**src/rtl/led_scan_scheduler.sv**
```systemverilog
// led_scan_scheduler
//   Drives a 74HC595-style shift chain plus a one-hot row select for an 8x8
//   RGB LED matrix. Each row is shown in two colour phases (green, then
//   red+blue). Frames arrive through a single-entry shadow buffer and are
//   only promoted to the active buffer at a frame boundary (or on leaving
//   IDLE), so a frame is never displayed half-old / half-new.
//
// Ports
//   clk, reset_n      : clock, asynchronous active-low reset
//   en                : scan enable (sampled on tick cycles)
//   frame_in[191:0]   : row r = [24r+23:24r] = {R, G, B}
//   frame_valid/ready : shadow-buffer handshake (ready = shadow empty)
//   rowsOut[7:0]      : one-hot row select
//   shcp, stcp, mr,   : shift clock, latch clock, clear (low),
//   oe, ds            : output enable (low), serial data
//   frame_start       : one-cycle pulse when the active frame is swapped
module led_scan_scheduler #(
    parameter int DIV         = 128,
    parameter int ON_TICKS    = 380,
    parameter int CLR_TICKS   = 2,
    parameter int BLANK_TICKS = 2
) (
    input  logic         clk,
    input  logic         reset_n,
    input  logic         en,
    input  logic [191:0] frame_in,
    input  logic         frame_valid,
    output logic         frame_ready,
    output logic [7:0]   rowsOut,
    output logic         shcp,
    output logic         stcp,
    output logic         mr,
    output logic         oe,
    output logic         ds,
    output logic         frame_start
);

    localparam int DIV_W   = (DIV > 1) ? $clog2(DIV) : 1;
    localparam int MAX_A   = (ON_TICKS > 48) ? ON_TICKS : 48;
    localparam int MAX_B   = (CLR_TICKS > BLANK_TICKS) ? CLR_TICKS : BLANK_TICKS;
    localparam int CNT_MAX = (MAX_A > MAX_B) ? MAX_A : MAX_B;
    localparam int CNT_W   = $clog2(CNT_MAX + 1);

    localparam logic [DIV_W-1:0] DIV_LAST   = DIV_W'(DIV - 1);
    localparam logic [CNT_W-1:0] CLR_LAST   = CNT_W'(CLR_TICKS - 1);
    localparam logic [CNT_W-1:0] ON_LAST    = CNT_W'(ON_TICKS - 1);
    localparam logic [CNT_W-1:0] BLANK_LAST = CNT_W'(BLANK_TICKS - 1);
    localparam logic [CNT_W-1:0] SHIFT_LAST = CNT_W'(47);

    typedef enum logic [2:0] {
        S_IDLE, S_CLEAR, S_SHIFT, S_LATCH, S_DISPLAY, S_BLANK
    } state_t;

    state_t             state_q, state_d;
    logic [DIV_W-1:0]   div_q, div_d;
    logic [CNT_W-1:0]   tcnt_q, tcnt_d;
    logic [2:0]         row_q, row_d;
    logic               phase_q, phase_d;
    logic [191:0]       active_q, active_d;
    logic [191:0]       shadow_q, shadow_d;
    logic               full_q, full_d;
    logic               shcp_q, shcp_d;
    logic               stcp_q, stcp_d;
    logic               mr_q, mr_d;
    logic               oe_q, oe_d;
    logic               ds_q, ds_d;
    logic               frame_start_q, frame_start_d;

    logic               tick;
    logic               swap;
    logic [CNT_W-1:0]   tnext;
    logic [23:0]        row_word;
    logic [23:0]        word;

    assign tick  = (div_q == DIV_LAST);
    assign tnext = tcnt_q + CNT_W'(1);

    // Masking the packed {R,G,B} row gives both phase words directly:
    // phase 0 keeps only G, phase 1 keeps R and B.
    assign row_word = active_q[24*row_q +: 24];
    assign word     = row_word & (phase_q ? 24'hFF00FF : 24'h00FF00);

    always_comb begin
        div_d         = tick ? '0 : div_q + DIV_W'(1);
        state_d       = state_q;
        tcnt_d        = tcnt_q;
        row_d         = row_q;
        phase_d       = phase_q;
        active_d      = active_q;
        shadow_d      = shadow_q;
        full_d        = full_q;
        shcp_d        = shcp_q;
        stcp_d        = stcp_q;
        mr_d          = mr_q;
        oe_d          = oe_q;
        ds_d          = ds_q;
        frame_start_d = 1'b0;
        swap          = 1'b0;

        // Output registers hold the values for the tick period that starts
        // at this edge, so each branch sets up the *next* tick's outputs.
        if (tick) begin
            case (state_q)
                S_IDLE: begin
                    if (en) begin
                        swap    = full_q;
                        row_d   = 3'd0;
                        phase_d = 1'b0;
                        tcnt_d  = '0;
                        mr_d    = 1'b0;
                        oe_d    = 1'b1;
                        state_d = S_CLEAR;
                    end
                end
                S_CLEAR: begin
                    if (tcnt_q == CLR_LAST) begin
                        tcnt_d  = '0;
                        mr_d    = 1'b1;
                        shcp_d  = 1'b0;
                        ds_d    = word[0];
                        state_d = S_SHIFT;
                    end else begin
                        tcnt_d = tnext;
                    end
                end
                S_SHIFT: begin
                    if (tcnt_q == SHIFT_LAST) begin
                        tcnt_d  = '0;
                        shcp_d  = 1'b0;
                        stcp_d  = 1'b1;
                        state_d = S_LATCH;
                    end else begin
                        tcnt_d = tnext;
                        // Odd ticks raise shcp; even ticks present the next bit.
                        if (tnext[0]) begin
                            shcp_d = 1'b1;
                        end else begin
                            shcp_d = 1'b0;
                            ds_d   = word[tnext[5:1]];
                        end
                    end
                end
                S_LATCH: begin
                    if (tcnt_q == '0) begin
                        tcnt_d = CNT_W'(1);
                        stcp_d = 1'b0;
                        ds_d   = 1'b0;
                    end else begin
                        tcnt_d  = '0;
                        oe_d    = 1'b0;
                        state_d = S_DISPLAY;
                    end
                end
                S_DISPLAY: begin
                    if (tcnt_q == ON_LAST) begin
                        tcnt_d  = '0;
                        oe_d    = 1'b1;
                        state_d = S_BLANK;
                    end else begin
                        tcnt_d = tnext;
                    end
                end
                S_BLANK: begin
                    if (tcnt_q == BLANK_LAST) begin
                        tcnt_d = '0;
                        mr_d   = 1'b0;
                        if (!phase_q) begin
                            phase_d = 1'b1;
                            state_d = S_CLEAR;
                        end else begin
                            // Row boundary: the only place en is honoured
                            // mid-frame, and row 7->0 is the swap point.
                            phase_d = 1'b0;
                            row_d   = row_q + 3'd1;
                            swap    = (row_q == 3'd7) && full_q;
                            state_d = en ? S_CLEAR : S_IDLE;
                        end
                    end else begin
                        tcnt_d = tnext;
                    end
                end
                default: state_d = S_IDLE;
            endcase
        end

        if (swap) begin
            active_d      = shadow_q;
            full_d        = 1'b0;
            frame_start_d = 1'b1;
        end

        // Swap needs full_q=1, accept needs full_q=0: never both in one cycle.
        if (frame_valid && !full_q) begin
            shadow_d = frame_in;
            full_d   = 1'b1;
        end
    end

    always_ff @(posedge clk or negedge reset_n) begin
        if (!reset_n) begin
            state_q       <= S_IDLE;
            div_q         <= '0;
            tcnt_q        <= '0;
            row_q         <= 3'd0;
            phase_q       <= 1'b0;
            active_q      <= '0;
            shadow_q      <= '0;
            full_q        <= 1'b0;
            shcp_q        <= 1'b0;
            stcp_q        <= 1'b0;
            mr_q          <= 1'b0;
            oe_q          <= 1'b1;
            ds_q          <= 1'b0;
            frame_start_q <= 1'b0;
        end else begin
            state_q       <= state_d;
            div_q         <= div_d;
            tcnt_q        <= tcnt_d;
            row_q         <= row_d;
            phase_q       <= phase_d;
            active_q      <= active_d;
            shadow_q      <= shadow_d;
            full_q        <= full_d;
            shcp_q        <= shcp_d;
            stcp_q        <= stcp_d;
            mr_q          <= mr_d;
            oe_q          <= oe_d;
            ds_q          <= ds_d;
            frame_start_q <= frame_start_d;
        end
    end

    assign frame_ready = ~full_q;
    assign rowsOut     = 8'h01 << row_q;
    assign shcp        = shcp_q;
    assign stcp        = stcp_q;
    assign mr          = mr_q;
    assign oe          = oe_q;
    assign ds          = ds_q;
    assign frame_start = frame_start_q;

endmodule

```
**config.mk**
```make
export PLATFORM = sky130hd
export DESIGN_NAME = led_scan_scheduler
export DESIGN_NICKNAME = d
export VERILOG_FILES = /design/src/rtl/led_scan_scheduler.sv
export SDC_FILE = /design/constraint.sdc
export NUM_CORES = 1
export LEC_CHECK = 0
export ABC_AREA = 1
export BUFFER_PORTS_ARGS = -buffer_cell sky130_fd_sc_hd__buf_2
export CORE_MARGIN = 3
export CORE_UTILIZATION = 38
export DETAILED_ROUTE_END_ITERATION = 8
export PLACE_DENSITY = 0.65
export SETUP_SLACK_MARGIN = 0.1
export SYNTH_ARGS = -nofsm -noshare
export SYNTH_HDL_FRONTEND = slang
export SYNTH_SLANG_ARGS = --single-unit
```
**constraint.sdc**
```tcl
create_clock -name clk -period 1.8 [get_ports clk]
set_clock_uncertainty 0.1 [all_clocks]
set_input_delay 0.36 -clock clk [delete_from_list [all_inputs] [get_ports clk]]
set_output_delay 0.36 -clock clk [all_outputs]
set_load 0.01 [all_outputs]
```
Word-level counts from Yosys, hierarchy flattened
Cells that the tools add are included.
- reductions and logical operators: 23
- bitwise operators: 2
- multiply operators: 1
- $add $sub $neg: 3
- equal/unequal tests: 20
- multiplexer cells: 52
- magnitude comparators: 1
- shift-type cells: 2
- operators by type and width (kind ; number):
    192-bit by 9-bit indexed part select with 24-bit output ; 1
    9-bit case mux with 5 select lines ; 1
    9-bit 2-to-1 mux ; 4
    3-bit 2-to-1 mux ; 9
    1-bit 2-to-1 mux ; 26
    24-bit bitwise AND ; 1
    24-bit 2-to-1 mux ; 1
    2-bit != test (second input constant) ; 10
    3-bit case mux with 6 select lines ; 1
    5-bit AND reduction ; 3
    9-bit by 1-bit adder with 9-bit output (second input constant) ; 1
    3-bit == test (second input constant) ; 3
    9-bit by 1-bit == test with 1-bit output (second input constant) ; 1
    9-bit by 6-bit == test with 1-bit output (second input constant) ; 1
    9-bit == test (second input constant) ; 1
    9-bit zero test ; 1
    1-bit case mux with 3 select lines ; 3
    3-bit nonzero test ; 3
    1-bit case mux with 2 select lines ; 4
    4-bit AND reduction ; 2
    2-bit nonzero test ; 4
    1-bit by 3-bit << shifter with 8-bit output (first input constant) ; 1
    7-bit by 1-bit adder with 7-bit output (second input constant) ; 1
    7-bit == test (second input constant) ; 1
    other kinds (17) ; 20
- bits of input ports: 196
- register bits after elaboration: 414

Depth between registers and ports, before layout
Gate-level depths: netlist of the first run.
- depth in word-level cells: 8
- depth in mapped cells: 15
- gate-level depth less buffers: 13

Least setup slack after synthesis of the first run
OpenSTA, ideal clock, no wires.
- path type: reg-to-reg
- from: register tcnt_q[0]
- to: register ds_q (netlist: ds)
- stages on the path, launching flop included: 14
- data arrival time: 1.726 ns
- path slack: -0.146 ns
- library setup time: 0.121 ns
- period minus slack after synthesis: 1.946 ns
- buffers on the path: 1
- required time: 1.579 ns
- cells stage by stage: dfrtp_1 inv_1 ha_1 inv_1 clkbuf_1 nand3_1 nand2_1 nand2_1 nand3_1 nand3_1 nand3_1 nand2_1 nand2_1 a21oi_1
- longest elaborated chain between the ends: 6
- ends and longest elaborated chain (item ; RTL line ; RTL):
    start, declared ; 56 ; logic [CNT_W-1:0] tcnt_q, tcnt_d;
    start signal, assigned ; 218 ; tcnt_q <= tcnt_d;
    9-bit by 1-bit adder with 9-bit output ; 76 ; assign tnext = tcnt_q + CNT_W'(1);
    1-bit binary-select mux with 5-bit select ; 139 ; ds_d = word[tnext[5:1]];
    1-bit 2-to-1 mux (implied by the code) ; 139 ;
    1-bit 2-to-1 mux ; 135 ; if (tnext[0]) begin
    1-bit 2-to-1 mux ; 127 ; if (tcnt_q == SHIFT_LAST) begin
    1-bit case mux with 3 select lines ; 103 ; case (state_q)
    end signal, assigned ; 228 ; ds_q <= ds_d;
    end, declared ; 66 ; logic ds_q, ds_d;
Several ways; a longest one is shown, not always the timed one. The select of a mux whose other input is x is not followed.
A chain may end at the register's enable or synchronous reset.

Final worst setup path of the first run
- from: register div_q[0]
- to: register active_q[63]
- longest elaborated chain between the ends: 2
- ends and longest elaborated chain (item ; RTL line ; RTL):
    start, declared ; 55 ; logic [DIV_W-1:0] div_q, div_d;
    start signal, assigned ; 217 ; div_q <= div_d;
    7-bit == test ; 75 ; assign tick = (div_q == DIV_LAST);
    1-bit 2-to-1 mux ; 102 ; if (tick) begin
    end signal, assigned ; 221 ; active_q <= active_d;
    end, declared ; 59 ; logic [191:0] active_q, active_d;
No other way between the ends.

==> impl_metrics.yaml, run 1 <==
final_layout:
  multiInputGateArea_sq_mm: 0.00836
  fin_cells: 3229
  layout.cells.most_common_list: "dfrtp_1, nand2_1, buf_2"
  seq_area_sq_mm: 0.0104
  final_util_pct: 60.8
  layout-drive-gt1-share_pct: 42.2
  fillers: 3509
  area_delta_synth_final_pct: 56.7
  final_nets: 2789
  final_common_cell: "dfrtp_1"
pwr:
  total_power_mw: 21.0
  power_frac_comb_pct: 7.8
  max-vdd-ir-drop_mv: 0.577
  pwr-share-seq_pct: 47.2
  intPower_mw: 15.9
  powerDensity_mw_per_mm2: 735
  p_sw_share_pct: 24.1
  p_leak_nw: 14.1
  p_clk_share_pct: 44.9
  p_switching_mw: 5.06
drt:
  via_per_inst: 5.21
  drtIter0Drc: 1387
  num_vias: 16800
  wl_microns: 66100
  firstDrtPassIters: 7
  ant_nets: 0
  post_drt_wl_per_cell_microns: 20.5
  post-route-drc-count: 0
clock_network:
  h-tree-depth: 2
  clockBufferDepth: 3
  clock_latency_ns: 0.60
  root_buffer: "clkbuf_16"
  clk_pin_slew_ns: 0.06
  cts.sinks: 414
  cts_tree: "built"
  cts_made_buffers: 46
placed_design:
  globalplace.congestion: 0.941
  portBuffers: 210
  dpl.hpwl_microns: 39100
  placed_cells: 2835
synthesis:
  ys_ff_latch: 414
  synth_top_area_share_pct: 56.8
  syn_area_sq_mm: 0.0182
  yosysTopAreaCell: "dfrtp_1"
  yosys_warnings: 0
  synth.avg_cell_area_sq_um: 9.21
  synth_cells: 1977
  yosysUniqueCellTypes: 43
  synth_seq_area_share_pct: 56.9
  syn-num-nets: 2183
  netlist_top_cells_area: "dfrtp_1, nand2_1, mux2_2, nand3_1, a21oi_1"
setup_path:
  critPathRequiredTime_ns: 2.16
  cp_max_fo: 8
  worst_r2r_startpoint: "div_q[0]$_DFF_PN0_"
  worst-setup-path-type: "reg -> reg"
  slowest_stage: "dfrtp_1"
  arrival_ns: 2.63
  max_stage_delay_ns: 0.36
  critPathLaunch: "div_q[0]$_DFF_PN0_"
  crit_path_start_kind: "flop"
  worstPathCellList: "ha_2, nand3_2, inv_2, nand3_4, nor2_4, o21ai_2, inv_2, nand3_4, buf_6, buf_12, buf_12, buf_16, nand2_2, nand2_1"
  end_kind: "flop"
flow_run:
  maxCapViolCount: 0
global_routing:
  grt_pass1_vias: 17500
  grt_max_degree: 85
  grt_pass1_wl_microns: 99100
  grt_antenna_before_repair: 1
  grt_use_total_pct: 25.4
  grt_overflow: 0
floorplanning:
  dieHeight_microns: 225
  rows: 79
  pin_count: 211
  dieArea_sq_mm: 0.0506
  start_util_pct: 38.8
  core-area_sq_mm: 0.0470
  die_x_microns: 225
timing:
  timing.final.crit_share_pct: 126
  fin_crit_ns: 2.27
  max_freq_mhz: 441
  worst_pin_slew_ns: 0.464
  hold_viol_final: 0
  worst_slack_ns: -0.466
  relSlewSlack_pct: 69.0
  setup_viol: 223
  final_max_slew_viol_count: 0
  rsz0062_at_grt: "yes"
outcome:
  status: "complete, but fails checks"
  failed_checks: "negative setup slack"
min_path:
  hold_path_class: "in -> async"
registers in the layout (all words and copies together), names as in the netlist:
register	count
oe	1
stcp	1
div_q	7
state_q	3
tcnt_q	9
shadow_q	192
ds	1
phase_q	1
active_q	192
row_q	3
shcp	1
full_q	1
frame_start	1
mr	1
power groups by stage:
| stage | clock, mW | sequential [mW] | combinational (mW) |
|---|---|---|---|
| 2_1_floorplan | 0 | 9.98 | 0.513 |
| 4_1_cts | 9.49 | 9.89 | 1.60 |
| 5_1_grt | 9.85 | 9.94 | 1.81 |
| 6_report | 9.42 | 9.91 | 1.64 |
| 3_5_place_dp | 0 | 10.0 | 1.25 |
| 3_3_place_gp | 0 | 10.0 | 1.22 |
logic make-up (layout without fill, tap and decap cells):
group / after synthesis / in the layout / share of synthesized area, %
muxes: 90 / 90 / 5.57
and+or+nand+nor: 909 / 909 / 20.8
adders and majority gates: 10 / 10 / 0.687
DFF: 414 / 414 / 56.9
buffers and inverters: 270 / 914 / 6.94
other: 0 / 1 / 0
xor gates and xnor gates: 7 / 7 / 0.337
AOI/OAI and AO/OA: 277 / 277 / 8.71
Yosys cell counts (all sizes together):
library cell / count
xor2: 6
nor3: 5
nor4: 1
nand2: 588
nor2: 145
buf: 80
or2: 1
o22a: 1
mux2: 90
o211a: 1
nand3b: 1
ha: 10
nand3: 161
o221ai: 1
dfrtp: 413
clkbuf: 32
inv: 158
xnor2: 1
o41ai: 2
a31oi: 2
o21ai: 134
dfstp: 1
o311ai: 1
o211ai: 5
a21oi: 118
o22ai: 11
nand4: 5
nor3b: 2
o31ai: 1
metal layers:
layer | GRT usage, % | vias to the layer above | wire (microns)
met3 | 3.05 | 199 | 3840
met5 | 0 | - | 0
met2 | 43.2 | 717 | 32900
li1 | - | 7615 | -
met4 | 11.5 | 0 | 3100
met1 | 32.7 | 8286 | 26200
path summary, 6_finish.rpt:
kind	slack (ns)	depth (start not counted)	end
min in group clk	0.23	5	state_q[0]$_DFFE_PN0P_
worst max-delay path	-0.47	14	active_q[63]$_DFFE_PN0P_
worst min register to register	0.37	2	active_q[75]$_DFFE_PN0P_
worst min-delay path	0.12	2	shadow_q[137]$_DFFE_PN0P_
max in group asynchronous	0.68	4	active_q[70]$_DFFE_PN0P_
worst max register to register	-0.47	14	active_q[63]$_DFFE_PN0P_
per-stage QoR:
step | setup slack (ns) | TNS (ns) | cell area, sq um | hold WS (ns)
after floorplan | -0.133 | -21.52 | 18300 | -0.0356
after global placement | -0.298 | -31.83 | 20900 | 0.141
after detailed placement | -0.286 | -40.62 | 20900 | 0.144
after CTS | -0.441 | -77.41 | 27400 | 0.120
after global routing | -0.542 | -92.83 | 28500 | 0.129
final | -0.466 | -74.47 | 28500 | 0.120
timing repair:
item                       4_1_cts  5_1_grt
setup endpoints to repair      242      229
cloned                          51        7
hold endpoints to repair       455        0
buffers inserted                48       27
hold buffers                   194        0
resized for setup              359      294
pin swaps                       26       44
layout make-up:
| type | instances | share of cell area [%] |
|---|---|---|
| timing repair buffer | 668 | 24.1 |
| antenna | 1 | 0.00877 |
| clock buffer | 63 | 4.68 |
| multi-input combinational | 1293 | 29.3 |
| sequential | 414 | 36.3 |
| tap | 607 | 2.66 |
| timing repair inverter | 2 | 0.114 |
| inverter | 158 | 2.16 |
| clock inverter | 23 | 0.649 |
worst max-delay path: cells and delay by family, from the launching register on:
kind / cells / cell delay [ns]
compound gates: 1 / 0.08
fa+ha+maj: 1 / 0.20
buf+inv: 6 / 0.79
flops: 1 / 0.36
simple gates: 6 / 0.62
(Power assumes the default switching activity.)
==> run 2: changes to the inputs <==
Settings changed: PLACE_DENSITY 0.65 to not set, PLACE_DENSITY_LB_ADDON set to 0.05.
==> run 2 against run 1 <==
Effect of this change: the flow still finishes with violations (negative setup slack); worst setup slack improved by 0.016 ns; flip-flop and latch count unchanged; power increased by 3.8%; via count decreased by 4.3%; global-route usage decreased by 0.70 points; cell area increased by 1.8%; critical path depth decreased by 8; combinational power increased by 4%; routed wire length decreased by 5.4%; hold slack improved by 0.018 ns; largest cell class unchanged; largest power group is now the clock network.
==> impl_metrics.yaml, run 2 (same netlist as run 1, synthesis figures left out) <==
global_routing:
  grt_pass1_wl_microns: 96200
  grt_use_total_pct: 24.7
  grt_antenna_before_repair: 0
  grt_max_degree: 74
  grt_overflow: 0
  grt_pass1_vias: 16600
timing:
  timing.final.crit_share_pct: 125
  hold_viol_final: 0
  fin_crit_ns: 2.25
  relSlewSlack_pct: 71.0
  worst_pin_slew_ns: 0.433
  worst_slack_ns: -0.450
  final_max_slew_viol_count: 0
  max_freq_mhz: 444
  finalSetupTns_ns: -66.99
  rsz0062_at_grt: "yes"
  setup_viol: 219
pwr:
  total_power_mw: 21.8
  intPower_mw: 16.7
  p_switching_mw: 5.03
  power_frac_comb_pct: 7.8
  max-vdd-ir-drop_mv: 0.666
  pwr-share-seq_pct: 45.5
  p_clk_share_pct: 46.7
  p_sw_share_pct: 23.1
  powerDensity_mw_per_mm2: 750
  p_leak_nw: 14.5
setup_path:
  arrival_ns: 1.79
  crit_path_start_kind: "flop"
  cp_max_fo: 4
  end_kind: "output port"
  cp.buffers_inverters: 4
  cp_top_family: "flip-flops"
  slowest_stage: "dfrtp_4"
  worst-setup-path-type: "reg -> out"
  critPathRequiredTime_ns: 1.34
  max_stage_delay_ns: 0.52
  worstPathCellList: "buf_8, buf_12, ha_4, inv_2, nor2_2, buf_2"
final_layout:
  layout-drive-gt1-share_pct: 43.2
  final_common_cell: "dfrtp_1"
  final_nets: 2803
  area_delta_synth_final_pct: 59.5
  layout.cells.most_common_list: "dfrtp_1, nand2_1, buf_2"
  n_antenna_cell: 0
  reg_top3: "active_q: 192 flops, shadow_q: 192 flops, tcnt_q: 9 flops"
  final_util_pct: 61.8
min_path:
  hold_path_class: "in -> async"
drt:
  drtIter0Drc: 824
  ant_nets: 0
  num_vias: 16100
  firstDrtPassIters: 5
  via_per_inst: 4.97
  post_drt_wl_per_cell_microns: 19.3
  post-route-drc-count: 0
  wl_microns: 62500
floorplanning:
  rows: 79
  pin_count: 211
  die_x_microns: 225
  core-area_sq_mm: 0.0470
  start_util_pct: 38.8
  dieHeight_microns: 225
  dieArea_sq_mm: 0.0506
clock_network:
  cts_tree: "built"
  clock_latency_ns: 0.59
  root_buffer: "clkbuf_16"
  clockBufferDepth: 3
  cts.sinks: 414
  cts_made_buffers: 47
  h-tree-depth: 2
  clk_pin_slew_ns: 0.06
outcome:
  failed_checks: "negative setup slack"
  status: "complete, but fails checks"
flow_run:
  maxCapViolCount: 0
placed_design:
  portBuffers: 210
  globalplace.congestion: 0.851
  dpl.hpwl_microns: 40500
run 2: cell count changes in the layout (fill, tap and decap cells not counted), moves of 22 or more:
cell,before,now
nand3_2,41,16
o21ai_1,43,18
nand2_2,148,124
nand3_1,115,141
nand2_4,109,153
nand2_1,331,309
run 2: through the flow:
stage	cell area, sq um	instances	setup WS (ns)	hold WS, ns
after floorplan	18300	1977	-0.133	-0.0356
after global placement	21000	2838	-0.399	0.154
after detailed placement	21000	2838	-0.409	0.158
after CTS	27600	3224	-0.458	0.124
after global routing	29000	3240	-0.501	0.149
final	29000	3240	-0.450	0.138
run 2: final cells by class:
class,instances,area [sq um]
Inverter,158,624
Tap cell,607,759
Clock inverter,16,259
Sequential cell,414,10400
Timing Repair Buffer,683,6970
Fill cell,3855,17900
Clock buffer,69,1380
Multi-Input combinational cell,1293,8680
run 2: path summary, 6_finish.rpt:
kind | cells past startpoint | endpoint | startpoint | slack [ns]
setup / recovery | 6 | rowsOut[1] | row_q[0]$_DFFE_PN0P_ | -0.45
hold / removal | 2 | div_q[2]$_DFF_PN0_ | reset_n | 0.14
setup reg to reg | 13 | active_q[75]$_DFFE_PN0P_ | tcnt_q[4]$_DFFE_PN0P_ | -0.41
hold reg to reg | 2 | active_q[2]$_DFFE_PN0P_ | shadow_q[2]$_DFFE_PN0P_ | 0.38
max in group asynchronous | 3 | active_q[56]$_DFFE_PN0P_ | reset_n | 0.73
min in group clk | 5 | state_q[0]$_DFFE_PN0P_ | en | 0.32
run 2: per-layer routing:
| layer | GRT usage, % | share of wire, % | up-vias |
|---|---|---|---|
| li1 | - | - | 7632 |
| met1 | 31.8 | 42 | 8007 |
| met2 | 43.7 | 51 | 349 |
| met3 | 3.06 | 3.7 | 102 |
| met4 | 7.28 | 3.1 | 0 |
| met5 | 0 | 0 | - |
run 2: repair_timing:
action                                  4_1_cts  5_1_grt
buffers inserted                             74       22
endpoints found under the setup margin      224      225
cloned                                       38        8
hold buffers                                194        0
pin swaps                                    57       70
endpoints found under the hold margin       460        0
gates resized for setup                     378      357
run 2: power by group through the flow:
stage / Combinational, mW / Sequential (mW) / Clock [mW]
2_1_floorplan: 0.513 / 9.98 / 0
3_3_place_gp: 1.27 / 10.0 / 0
3_5_place_dp: 1.29 / 10.0 / 0
4_1_cts: 1.65 / 9.89 / 10.4
5_1_grt: 1.89 / 9.94 / 10.8
6_report: 1.70 / 9.91 / 10.2
